$ cat src/rtl/arb_mux_pkg.sv
// Shared constants and helpers for the word-selector datapath blocks.
package arb_mux_pkg;

   // Arbitration modes
   localparam int ARB_FIXED = 0;
   localparam int ARB_RR    = 1;

   // Index width needed to address 'value' items (at least one bit)
   function automatic int clog2(input int value);
      int result;
      int rem;
      result = 0;
      rem    = value - 1;
      while (rem > 0) begin
         result = result + 1;
         rem    = rem >> 1;
      end
      if (result < 1) begin
         result = 1;
      end
      return result;
   endfunction

endpackage

$ cat src/rtl/arb_mux_rr_arbiter.sv
// Round-robin arbiter: the request vector is duplicated, the lower copy is
// masked to channels above the pointer, and the lowest set bit of the double
// vector wins. Tying the pointer to CHANNELS-1 gives plain fixed priority.
module arb_mux_rr_arbiter
   import arb_mux_pkg::*;
#(
   parameter  int CHANNELS = 16,
   localparam int SEL_W    = clog2(CHANNELS)
) (
   input  logic [CHANNELS-1:0] i_req,
   input  logic [SEL_W-1:0]    i_ptr,
   output logic [CHANNELS-1:0] o_grant,
   output logic [SEL_W-1:0]    o_idx
);

   localparam logic [SEL_W:0] CH_WIDE = (SEL_W+1)'(CHANNELS);

   logic [CHANNELS-1:0]   w_mask;
   logic [2*CHANNELS-1:0] w_dbl;
   logic [SEL_W:0]        w_pos;
   logic [SEL_W:0]        w_idx_full;
   logic                  w_found;

   // Channels strictly after the pointer get first look in the lower copy
   generate
      for (genvar gi = 0; gi < CHANNELS; gi++) begin : g_mask
         assign w_mask[gi] = (SEL_W'(gi) > i_ptr);
      end
   endgenerate

   assign w_dbl = {i_req, i_req & w_mask};

   // Lowest set bit of the double-width vector is the winner
   always_comb begin
      w_found = 1'b0;
      w_pos   = '0;
      for (int i = 0; i < 2*CHANNELS; i++) begin
         if (!w_found && w_dbl[i]) begin
            w_found = 1'b1;
            w_pos   = (SEL_W+1)'(i);
         end
      end
   end

   // Hits in the upper copy fold back onto the real channel number
   assign w_idx_full = (w_pos >= CH_WIDE) ? (w_pos - CH_WIDE) : w_pos;
   assign o_idx      = SEL_W'(w_idx_full);

   generate
      for (genvar gi = 0; gi < CHANNELS; gi++) begin : g_grant
         assign o_grant[gi] = w_found && (o_idx == SEL_W'(gi));
      end
   endgenerate

endmodule

$ cat src/rtl/arb_mux.sv
// Arbitrated, registered N-to-1 word selector with valid/ready on both sides.
// Grant comes from the round-robin/fixed arbiter or from a forced index; the
// winning word is captured in a single output register.
module arb_mux
   import arb_mux_pkg::*;
#(
   parameter  int WIDTH       = 16,
   parameter  int CHANNELS    = 16,
   parameter  int ROUND_ROBIN = ARB_RR,
   localparam int SEL_W       = clog2(CHANNELS)
) (
   input  logic                      i_clk,
   input  logic                      i_rst_n,
   input  logic [CHANNELS-1:0]       i_in_valid,
   input  logic [CHANNELS*WIDTH-1:0] i_in_data,
   output logic [CHANNELS-1:0]       o_in_ready,
   input  logic                      i_force_en,
   input  logic [SEL_W-1:0]          i_force_sel,
   output logic                      o_out_valid,
   output logic [WIDTH-1:0]          o_out_data,
   output logic [SEL_W-1:0]          o_out_sel,
   input  logic                      i_out_ready
);

   // Pointer value that makes channel 0 the first candidate
   localparam logic [SEL_W-1:0] PTR_INIT = SEL_W'(CHANNELS - 1);

   logic                r_out_valid;
   logic [WIDTH-1:0]    r_out_data;
   logic [SEL_W-1:0]    r_out_sel;

   logic                w_can_load;
   logic [SEL_W-1:0]    w_ptr;
   logic [CHANNELS-1:0] w_arb_grant;
   logic [SEL_W-1:0]    w_arb_idx;
   logic [CHANNELS-1:0] w_force_oh;
   logic [CHANNELS-1:0] w_grant;
   logic [SEL_W-1:0]    w_gnt_idx;
   logic [WIDTH-1:0]    w_gnt_data;
   logic                w_any;
   logic                w_xfer;

   // Output register is free when empty or being drained this cycle
   assign w_can_load = !r_out_valid || i_out_ready;

   arb_mux_rr_arbiter #(
      .CHANNELS (CHANNELS)
   ) u_arb (
      .i_req   (i_in_valid),
      .i_ptr   (w_ptr),
      .o_grant (w_arb_grant),
      .o_idx   (w_arb_idx)
   );

   // Forced index decoded to one-hot; indices >= CHANNELS decode to nothing
   generate
      for (genvar gi = 0; gi < CHANNELS; gi++) begin : g_force
         assign w_force_oh[gi] = (i_force_sel == SEL_W'(gi));
      end
   endgenerate

   assign w_grant    = i_force_en ? (w_force_oh & i_in_valid) : w_arb_grant;
   assign w_gnt_idx  = i_force_en ? i_force_sel : w_arb_idx;
   assign w_any      = |w_grant;
   assign w_xfer     = w_any && w_can_load;
   assign o_in_ready = w_can_load ? w_grant : '0;

   // AND-OR mux of the granted channel's word
   always_comb begin
      w_gnt_data = '0;
      for (int i = 0; i < CHANNELS; i++) begin
         w_gnt_data = w_gnt_data | (i_in_data[i*WIDTH +: WIDTH] & {WIDTH{w_grant[i]}});
      end
   end

   // Pointer follows the last accepted channel; fixed priority pins it
   generate
      if (ROUND_ROBIN == ARB_RR) begin : g_rr_ptr
         logic [SEL_W-1:0] r_ptr;

         // Pointer register, moves only on an accepted transfer
         always_ff @(posedge i_clk or negedge i_rst_n) begin
            if (!i_rst_n) begin
               r_ptr <= PTR_INIT;
            end else if (w_xfer) begin
               r_ptr <= w_gnt_idx;
            end
         end

         assign w_ptr = r_ptr;
      end else begin : g_fixed_ptr
         assign w_ptr = PTR_INIT;
      end
   endgenerate

   // Output register: load on transfer, otherwise drop valid when popped
   always_ff @(posedge i_clk or negedge i_rst_n) begin
      if (!i_rst_n) begin
         r_out_valid <= 1'b0;
         r_out_data  <= '0;
         r_out_sel   <= '0;
      end else if (w_xfer) begin
         r_out_valid <= 1'b1;
         r_out_data  <= w_gnt_data;
         r_out_sel   <= w_gnt_idx;
      end else if (i_out_ready) begin
         r_out_valid <= 1'b0;
      end
   end

   assign o_out_valid = r_out_valid;
   assign o_out_data  = r_out_data;
   assign o_out_sel   = r_out_sel;

endmodule

$ cat config.mk
export PLATFORM = sky130hd
export DESIGN_NAME = arb_mux
export DESIGN_NICKNAME = d
export VERILOG_FILES = /design/src/rtl/arb_mux_pkg.sv /design/src/rtl/arb_mux_rr_arbiter.sv /design/src/rtl/arb_mux.sv
export SDC_FILE = /design/constraint.sdc
export NUM_CORES = 1
export LEC_CHECK = 0
export ABC_AREA = 1
export ABC_CLOCK_PERIOD_IN_PS = 4400
export CORE_AREA = 8 8 123 125
export CTS_CLUSTER_SIZE = 24
export DETAILED_ROUTE_END_ITERATION = 8
export DIE_AREA = 0 0 131 133
export PLACE_DENSITY = 0.8
export SLEW_MARGIN = 20
export SYNTH_ARGS = -nofsm -noshare
export SYNTH_HDL_FRONTEND = slang
export SYNTH_HIERARCHICAL = 1
export SYNTH_SLANG_ARGS = --single-unit
export TNS_END_PERCENT = 5
$ cat constraint.sdc
create_clock -name i_clk -period 4.4 [get_ports i_clk]
set_input_delay 0.88 -clock i_clk [delete_from_list [all_inputs] [get_ports i_clk]]
set_output_delay 0.88 -clock i_clk [all_outputs]
set_load 0.01 [all_outputs]
==> metrics.log <==
INFO  metric result_of_the_run = finished with violations
INFO  metric hold_ws = 480.7 ps
INFO  metric via_count = 7535
INFO  metric drv_slew = 0
INFO  metric floorplan.io_pins = 317
INFO  metric power_density = 380.3 nW/µm²
INFO  metric chipWidth = 131 µm
INFO  metric fmax = about 200 MHz
INFO  metric synth.cell_area = 4741 µm²
INFO  metric numPortBuffers = about 320
INFO  metric grt.total_usage = 30.96%
INFO  metric post_drt_wl_per_cell = 17.79 µm
INFO  metric gp_congestion = slightly below 1
INFO  metric tightest_slew = 768.7 ps
INFO  metric drt_pre_antenna_iters = 5
INFO  metric clock_tree_root_driver_cell = sky130_fd_sc_hd__clkbuf_16
INFO  metric postSynthRegisterBits = 25
INFO  metric netlist-cell-type-count = 35
INFO  metric netlist_top_cells_area = sky130_fd_sc_hd__nand2_1 40%, sky130_fd_sc_hd__nor2_1 15%, sky130_fd_sc_hd__dfrtp_1 11%
INFO  metric synthDominantCellAreaShare = 39.59%
INFO  metric mappedNetlistNets = 1269
INFO  metric startpoint_type = primary input
INFO  metric route.detailed.drc = 0
INFO  metric insertedDiodeCount = 0
INFO  metric start_util = 36.23%
INFO  metric cp-end-kind = output port
INFO  metric timing.critical_path.fanout_max = 4
INFO  metric global_route.overflow_total = 0
INFO  metric worstPathRequired = 3520 ps
INFO  metric p_leak = 4.824 nW
INFO  metric detail_route.iter0.violations = 601
INFO  metric minimum_clock_period_after_layout = 4949 ps
INFO  metric clk_path_buf_depth = 2
INFO  metric post-route-worst-setup-slack = -549.2 ps
INFO  metric setup_total_negative_slack = -11190 ps
INFO  metric hold_crit_class = reg -> reg
INFO  metric maximum_number_of_pins_on_one_net_before_global_route_repair = 26
INFO  metric finalSetupViolations = 39
INFO  metric chipHeight = roughly 130 µm
INFO  metric floorplan.die_area = 17420 µm²
INFO  metric cts.sinks = 25
INFO  metric grt_pass1_wl = approximately 41000 µm
INFO  metric synth_top_flop_cell = sky130_fd_sc_hd__dfrtp_1
INFO  metric core_box_area = roughly 13000 µm²
INFO  metric number_of_antenna_violations_at_the_first_check_in_global_routing = 1
INFO  metric synth-warning-count = 6
INFO  metric cts_htree_levels = 1
INFO  metric tritoncts = built
INFO  metric synth_top_area_cell = sky130_fd_sc_hd__nand2_1
INFO  metric post-dp-hpwl = ~24000 µm
INFO  metric insertion_delay = 260 ps
INFO  metric synth.avg_cell_area = between 4 and 5 µm²
INFO  metric violated_checks = setup timing
INFO  metric clk_pin_slew = 60 ps
INFO  metric ir_worst_vdd = about 0.00020 V
INFO  metric num-nets-final = 1682
INFO  metric tritoncts.num_buffers = 3
INFO  metric synth_enable_flop_cells = 0
INFO  metric detailedPlace.worstSlack = -1064 ps
INFO  metric final_hold_viol_count = 0
INFO  metric max_cap_viols = 0
INFO  metric slew_headroom = 48.72%
INFO  metric total_routed_length = ~28000 µm
INFO  metric setup_repair_after_global_routing_missed_its_margin = yes
INFO  metric worst-setup-path-type = in -> out
INFO  metric drive_above_1_share = between 15 and 20%
INFO  metric netlist_instances = 989
INFO  metric ys_async_sr_fraction = 100.0%
INFO  metric fin_skew = 1.378 ps
INFO  metric grt_pass1_vias = 7537
INFO  metric min_period_over_period = 112.5%
INFO  metric utilization = 70.86%
INFO  metric via_per_inst = 4.778
INFO  metric synth.yosys.seq_area_share = a little over an eighth
INFO  metric antenna_violating_nets_post_route = 0
INFO  metric critical_path_arrival = 4070 ps
INFO  metric layout-area-overhead-vs-synth = 95.59%
INFO  metric rows = 42
[worst paths after layout]
| check | from | end | slack [ps] | cells past startpoint |
|---|---|---|---|---|
| worst max-delay path | i_in_valid[2] | o_in_ready[7] | -550 | 28 |
| worst min-delay path | o_out_data[9] | o_out_data[9] | 480 | 2 |
| worst max register to register | g_rr_ptr.r_ptr[1] | o_out_sel[0] | -190 | 33 |
| worst min register to register | o_out_data[9] | o_out_data[9] | 480 | 2 |
| max in group asynchronous | i_rst_n | o_out_data[13] | 3410 | 1 |
| min in group asynchronous | i_rst_n | o_out_sel[3] | 610 | 1 |
[registers in the layout (all words and copies together), names as in the netlist]
signal and flops:
o_out_valid 1, o_out_data 16, g_rr_ptr.r_ptr 4, o_out_sel 4
[synthesized netlist by cell type, types with 5 or more instances]
cell type                  instances
sky130_fd_sc_hd__o21ai_0          14
sky130_fd_sc_hd__inv_1           107
sky130_fd_sc_hd__nand3_1          49
sky130_fd_sc_hd__nand2_2           8
sky130_fd_sc_hd__nor2_2            7
sky130_fd_sc_hd__dfrtp_1          21
sky130_fd_sc_hd__nand4_1          10
sky130_fd_sc_hd__nand2_1         500
sky130_fd_sc_hd__buf_2            19
sky130_fd_sc_hd__o21bai_2          6
sky130_fd_sc_hd__inv_2             8
sky130_fd_sc_hd__nor2_1          185
sky130_fd_sc_hd__nand3_2           5
[layer usage]
metal	vias up	GRT usage [%]	wire [µm]
met5	-	0	13
met2	362	52.15	13660
met1	3316	37.72	11020
li1	3805	-	-
met4	2	8.743	679
met3	50	7.674	2687
[cell type report]
type                    instances  area (µm²)
multi-input cells             823        3855
inverters                     115       436.7
flip-flops and latches         25       630.6
clock buffers                   4       78.83
repair buffers                434        4051
fillers                      1209        3812
well taps                     176       220.2
[cells by family (layout without fill, tap and decap cells)]
family          Yosys count  after routing  synth area share, %
compound gates           43             43                7.205
buf+inv                 141            553                12.46
flops                    25             25                13.30
simple gates            780            780                67.04
[power by group]
part	internal (mW)	switching, mW
registers	0.350	0.0803
logic	1.24	1.65
clock network	0.124	0.0754
[cell usage in the layout (no fill, tap or decap), types with 3 or more instances in the layout]
cell type / count
sky130_fd_sc_hd__nand2_1: 487
sky130_fd_sc_hd__clkdlybuf4s50_1: 292
sky130_fd_sc_hd__nor2_1: 145
sky130_fd_sc_hd__buf_4: 108
sky130_fd_sc_hd__inv_1: 97
sky130_fd_sc_hd__nand3_1: 39
sky130_fd_sc_hd__nor2_2: 38
sky130_fd_sc_hd__dfrtp_1: 21
sky130_fd_sc_hd__nand2_2: 18
sky130_fd_sc_hd__inv_2: 17
sky130_fd_sc_hd__o21ai_0: 14
sky130_fd_sc_hd__nor2_4: 13
sky130_fd_sc_hd__buf_2: 12
sky130_fd_sc_hd__nand3_2: 10
sky130_fd_sc_hd__nand4_1: 10
sky130_fd_sc_hd__nand3_4: 6
sky130_fd_sc_hd__o21bai_2: 6
sky130_fd_sc_hd__o21bai_4: 5
sky130_fd_sc_hd__buf_6: 5
sky130_fd_sc_hd__dfstp_2: 4
sky130_fd_sc_hd__clkbuf_2: 4
sky130_fd_sc_hd__buf_12: 4
sky130_fd_sc_hd__a21oi_1: 3
sky130_fd_sc_hd__clkbuf_16: 3
sky130_fd_sc_hd__dlygate4sd2_1: 3
sky130_fd_sc_hd__nand2_4: 3
[timing repair]
item,CTS,global route
hold endpoints to repair,0,0
hold buffers,0,0
pin swaps,26,47
endpoints found under the setup margin,41,41
resized for setup,70,112
buffers inserted,20,6
[through the flow]
stage	instances	power [mW]	area [µm²]
after floorplan	989	1.833	4741
after global placement	1547	2.915	8706
after detailed placement	1547	2.938	8706
after CTS	1571	3.268	9001
after global routing	1577	3.819	9273
final	1577	3.526	9273
[critical path, cell delays in order]
cell	delay, ps
sky130_fd_sc_hd__buf_8	100
sky130_fd_sc_hd__inv_6	50
sky130_fd_sc_hd__nor2_4	30
sky130_fd_sc_hd__nand2_2	90
sky130_fd_sc_hd__buf_6	110
sky130_fd_sc_hd__nand3_4	80
sky130_fd_sc_hd__nor2_4	100
sky130_fd_sc_hd__nand4_1	120
sky130_fd_sc_hd__nor2_2	160
sky130_fd_sc_hd__nand4_2	100
sky130_fd_sc_hd__nor2_1	140
sky130_fd_sc_hd__nand4_1	120
sky130_fd_sc_hd__nor2_1	160
sky130_fd_sc_hd__nand4_1	140
sky130_fd_sc_hd__nor2_2	150
sky130_fd_sc_hd__nand4_2	120
sky130_fd_sc_hd__nor2_4	190
sky130_fd_sc_hd__nand4_4	110
sky130_fd_sc_hd__nor2_4	170
sky130_fd_sc_hd__nand3_4	130
sky130_fd_sc_hd__nand2_2	130
sky130_fd_sc_hd__nand2_4	90
sky130_fd_sc_hd__nor2_2	110
sky130_fd_sc_hd__inv_2	50
sky130_fd_sc_hd__nor2_4	110
sky130_fd_sc_hd__nor2_4	60
sky130_fd_sc_hd__nor2_2	100
sky130_fd_sc_hd__buf_2	150
(Power assumes the default switching activity.)
==> variant 1 (same flow settings) <==
Set the parameter `WIDTH` to 12 (it was 16).
--- a/src/rtl/arb_mux.sv
+++ b/src/rtl/arb_mux.sv
@@ -4,7 +4,7 @@
 module arb_mux
    import arb_mux_pkg::*;
 #(
-   parameter  int WIDTH       = 16,
+   parameter  int WIDTH       = 12,
    parameter  int CHANNELS    = 16,
    parameter  int ROUND_ROBIN = ARB_RR,
    localparam int SEL_W       = clog2(CHANNELS)
Interface: changed (resized i_in_data and o_out_data); port bits go from 317 to 249. No check against the original RTL was run, so the function may have changed too.
==> variant 1 against the original RTL <==
Sequential cell count shrank 4. Wire length down 19%. Die area unchanged. Cell count decreased by 12%. Highest routed layer is now met4. The run still ends with negative setup slack left. Worst setup slack worse by 73 ps. Total power decreased by 14%. Clock skew increased by 3.0 ps. Via count decreased by 14%. Cell area fell by 15%. Synthesized area shrank 11%.
==> variant 1: results (changes against the original RTL) <==
sta:
  skew_ps: 4.391  # +3.012 ps
  setup_tns_ps: -12660  # -1465 ps
  setup_violations: 36  # -7.7%
  setup_ws_ps: -622.5  # -73.30 ps
final_layout:
  drive_gt1_share_pct: 19.79  # +0.37 points
  nNonClkBuffers: 348  # -20%
  fin_cells: 1389  # -12%
  non_clock_inverter_count: 129  # +12%
  fin_nets: 1430  # -15%
logic_synthesis:
  ys_ff_latch: 21  # -16%
  yosysSeqAreaShare_pct: 12.62  # -0.68 points
  syn_nets: 1100  # -13%
  synthTopCellsByArea: "nand2_1 38%, nor2_1 15%, inv_1 11%"
setup_path:
  crit_arrival_ps: 4140  # +70 ps
  critPathCapture: "o_in_ready[9]"
  rr_worst_depth: 34  # +3.0%
  cp_slowest_cell: "nor2_2"
outcome:
  status: "complete, but fails checks"
  violations: "negative setup slack"
global_routing:
  grt_start_max_net_pins: 22  # -15%
  grt_pass1_wl_um: 33830  # -18%
  grt_util_all_layers_pct: 24.96  # -6.0 points
route:
  wirelength_um: 22740  # -19%
  via_per_inst: 4.660  # -2.5%
placed_design:
  gp_congestion: 0.9859  # +0.89%
[variant 1: cell types whose count changed after synthesis, sizes merged]
cell	unedited run	this run
a21oi	4	5
buf	25	22
dfrtp	21	17
inv	115	129
nand2	509	428
nand3	55	37
nand4	13	14
nor2	196	184
o21ai	19	18
o21bai	12	10
[variant 1: kinds of logic after synthesis]
group | after synthesis | share of synthesized area [%]
and+or+nand+nor | 670 | 65.30
buffers and inverters | 152 | 15.21
AOI/OAI and AO/OA | 41 | 6.875
DFF | 21 | 12.62
[variant 1: worst min path at each step]
stage | from | end | slack, ps
3_3_place_gp | o_out_sel[0]$_DFFE_PN0P_ | o_out_sel[0]$_DFFE_PN0P_ | 460
6_report | o_out_sel[0]$_DFFE_PN0P_ | o_out_sel[0]$_DFFE_PN0P_ | 470
5_1_grt | o_out_sel[3]$_DFFE_PN0P_ | o_out_sel[3]$_DFFE_PN0P_ | 500
3_5_place_dp | o_out_sel[0]$_DFFE_PN0P_ | o_out_sel[0]$_DFFE_PN0P_ | 460
2_1_floorplan | g_rr_ptr.r_ptr[3]$_DFFE_PN1P_ | g_rr_ptr.r_ptr[3]$_DFFE_PN1P_ | 440
4_1_cts | o_out_sel[0]$_DFFE_PN0P_ | o_out_sel[0]$_DFFE_PN0P_ | 470
[variant 1: through the flow]
stage	setup WS (ps)	power, mW	cell area, um^2
2_1_floorplan	130.5	1.582	4204
3_3_place_gp	-1069	2.538	7440
3_5_place_dp	-1142	2.547	7440
4_1_cts	-504.3	2.882	7731
5_1_grt	-875.5	3.277	7844
6_report	-622.5	3.019	7844
[variant 1: layer usage]
layer	track usage, %	share of wire, %	vias up
li1	-	-	3299
met2	41.46	47	306
met1	32.22	43	2822
met4	6.190	2.4	0
met3	4.419	8.6	46
met5	0	0	-
==> variant 2 (same settings) <==
Made on the original files. Reset style: synchronous (`i_rst_n`), changed in 2 clocked blocks.
--- a/src/rtl/arb_mux.sv
+++ b/src/rtl/arb_mux.sv
@@ -79,7 +79,7 @@
          logic [SEL_W-1:0] r_ptr;
 
          // Pointer register, moves only on an accepted transfer
-         always_ff @(posedge i_clk or negedge i_rst_n) begin
+         always_ff @(posedge i_clk) begin
             if (!i_rst_n) begin
                r_ptr <= PTR_INIT;
             end else if (w_xfer) begin
@@ -94,7 +94,7 @@
    endgenerate
 
    // Output register: load on transfer, otherwise drop valid when popped
-   always_ff @(posedge i_clk or negedge i_rst_n) begin
+   always_ff @(posedge i_clk) begin
       if (!i_rst_n) begin
          r_out_valid <= 1'b0;
          r_out_data  <= '0;
Function: differs if i_rst_n is asserted again (counterexample within 4 cycles, from zero or initial values and one cycle with i_rst_n low); with i_rst_n held inactive, the same outputs for 4 cycles.
==> variant 2 against the original RTL <==
Sequential cell count unchanged. The flow still finishes with violations (negative setup slack). Synthesized area decreased by 12%. Critical path type unchanged. Worst setup slack improved by 21 ps. Total power increased by 40%. Cell area decreased by 5.0%. Register-to-register slack got worse by 100 ps. Non-clock buffer count increased by 16. Count of clock-buffer cells in the layout decreased by 1. Wire length decreased by 1.7%. Die area unchanged.
==> variant 2: results (changes against the original RTL) <==
global_routing:
  grt_pass1_wl_um: 40410  # -2.4%
  grt_util_all_layers_pct: 30.32  # -0.64 points
pwr:
  peakVddDrop_mv: 0.4565  # +130%
route:
  via_per_inst: 4.896  # +2.5%
  first_iter_violations: 584  # -2.8%
  dr.pass1.iters: 7  # +2
placed_design:
  hpwl_um: 22350  # -6.1%
  dpl.cell_count: 1446  # -6.5%
setup_path:
  rr_endpoint: "g_rr_ptr.r_ptr[0]$_SDFFE_PN1P_"
  critPathCapture: "o_in_ready[13]"
  r2r_start: "g_rr_ptr.r_ptr[3]$_SDFFE_PN1P_"
  cp_slowest_cell: "nor2_2"
sta:
  setup_violations: 40  # +2.6%
  setup_tns_ps: -15090  # -3898 ps
  setup_ws_ps: -528.3  # +20.93 ps
outcome:
  status: "complete, but fails checks"
  violations: "negative setup slack"
final_layout:
  fill_cells: 1210  # +0.083%
  drive_gt1_share_pct: 19.20  # -0.22 points
logic_synthesis:
  syn_nets: 1171  # -7.7%
  async_flop_share_pct: 0  # -100 points
  synth_compound_area_share_pct: 6.828  # -0.38 points
  postSynthAreaPerCell_um2: 4.689  # -2.2%
clocking:
  cts_setup_buffers: 36  # +80%
worst_hold_path:
  min-delay-start: "o_out_sel[1]$_SDFFE_PN0P_"
## variant 2: cell types whose count changed after synthesis, moves of 21 or more
cell / unedited run / this run
dfrtp_1: 21 / 0
dfxtp_1: 0 / 25
inv_1: 107 / 68
nand2_1: 500 / 435
nand4_1: 10 / 31
nor2_1: 185 / 152
## variant 2: routing by layer
| layer | vias up | part of all wire (%) | track usage [%] |
|---|---|---|---|
| met3 | 72 | 10 | 7.031 |
| li1 | 3627 | - | - |
| met1 | 3190 | 37 | 35.36 |
| met2 | 434 | 49 | 51.84 |
| met5 | - | 0.036 | 0 |
| met4 | 2 | 3.6 | 11.74 |
## variant 2: final cells by class
class	count	area share, %
Clock buffer	3	0.8523
Tap cell	176	2.500
Inverter	79	3.452
Antenna cell	2	0.05682
Sequential cell	25	5.682
Clock inverter	1	0.05682
Timing Repair Buffer	450	47.94
Multi-Input combinational cell	760	39.46
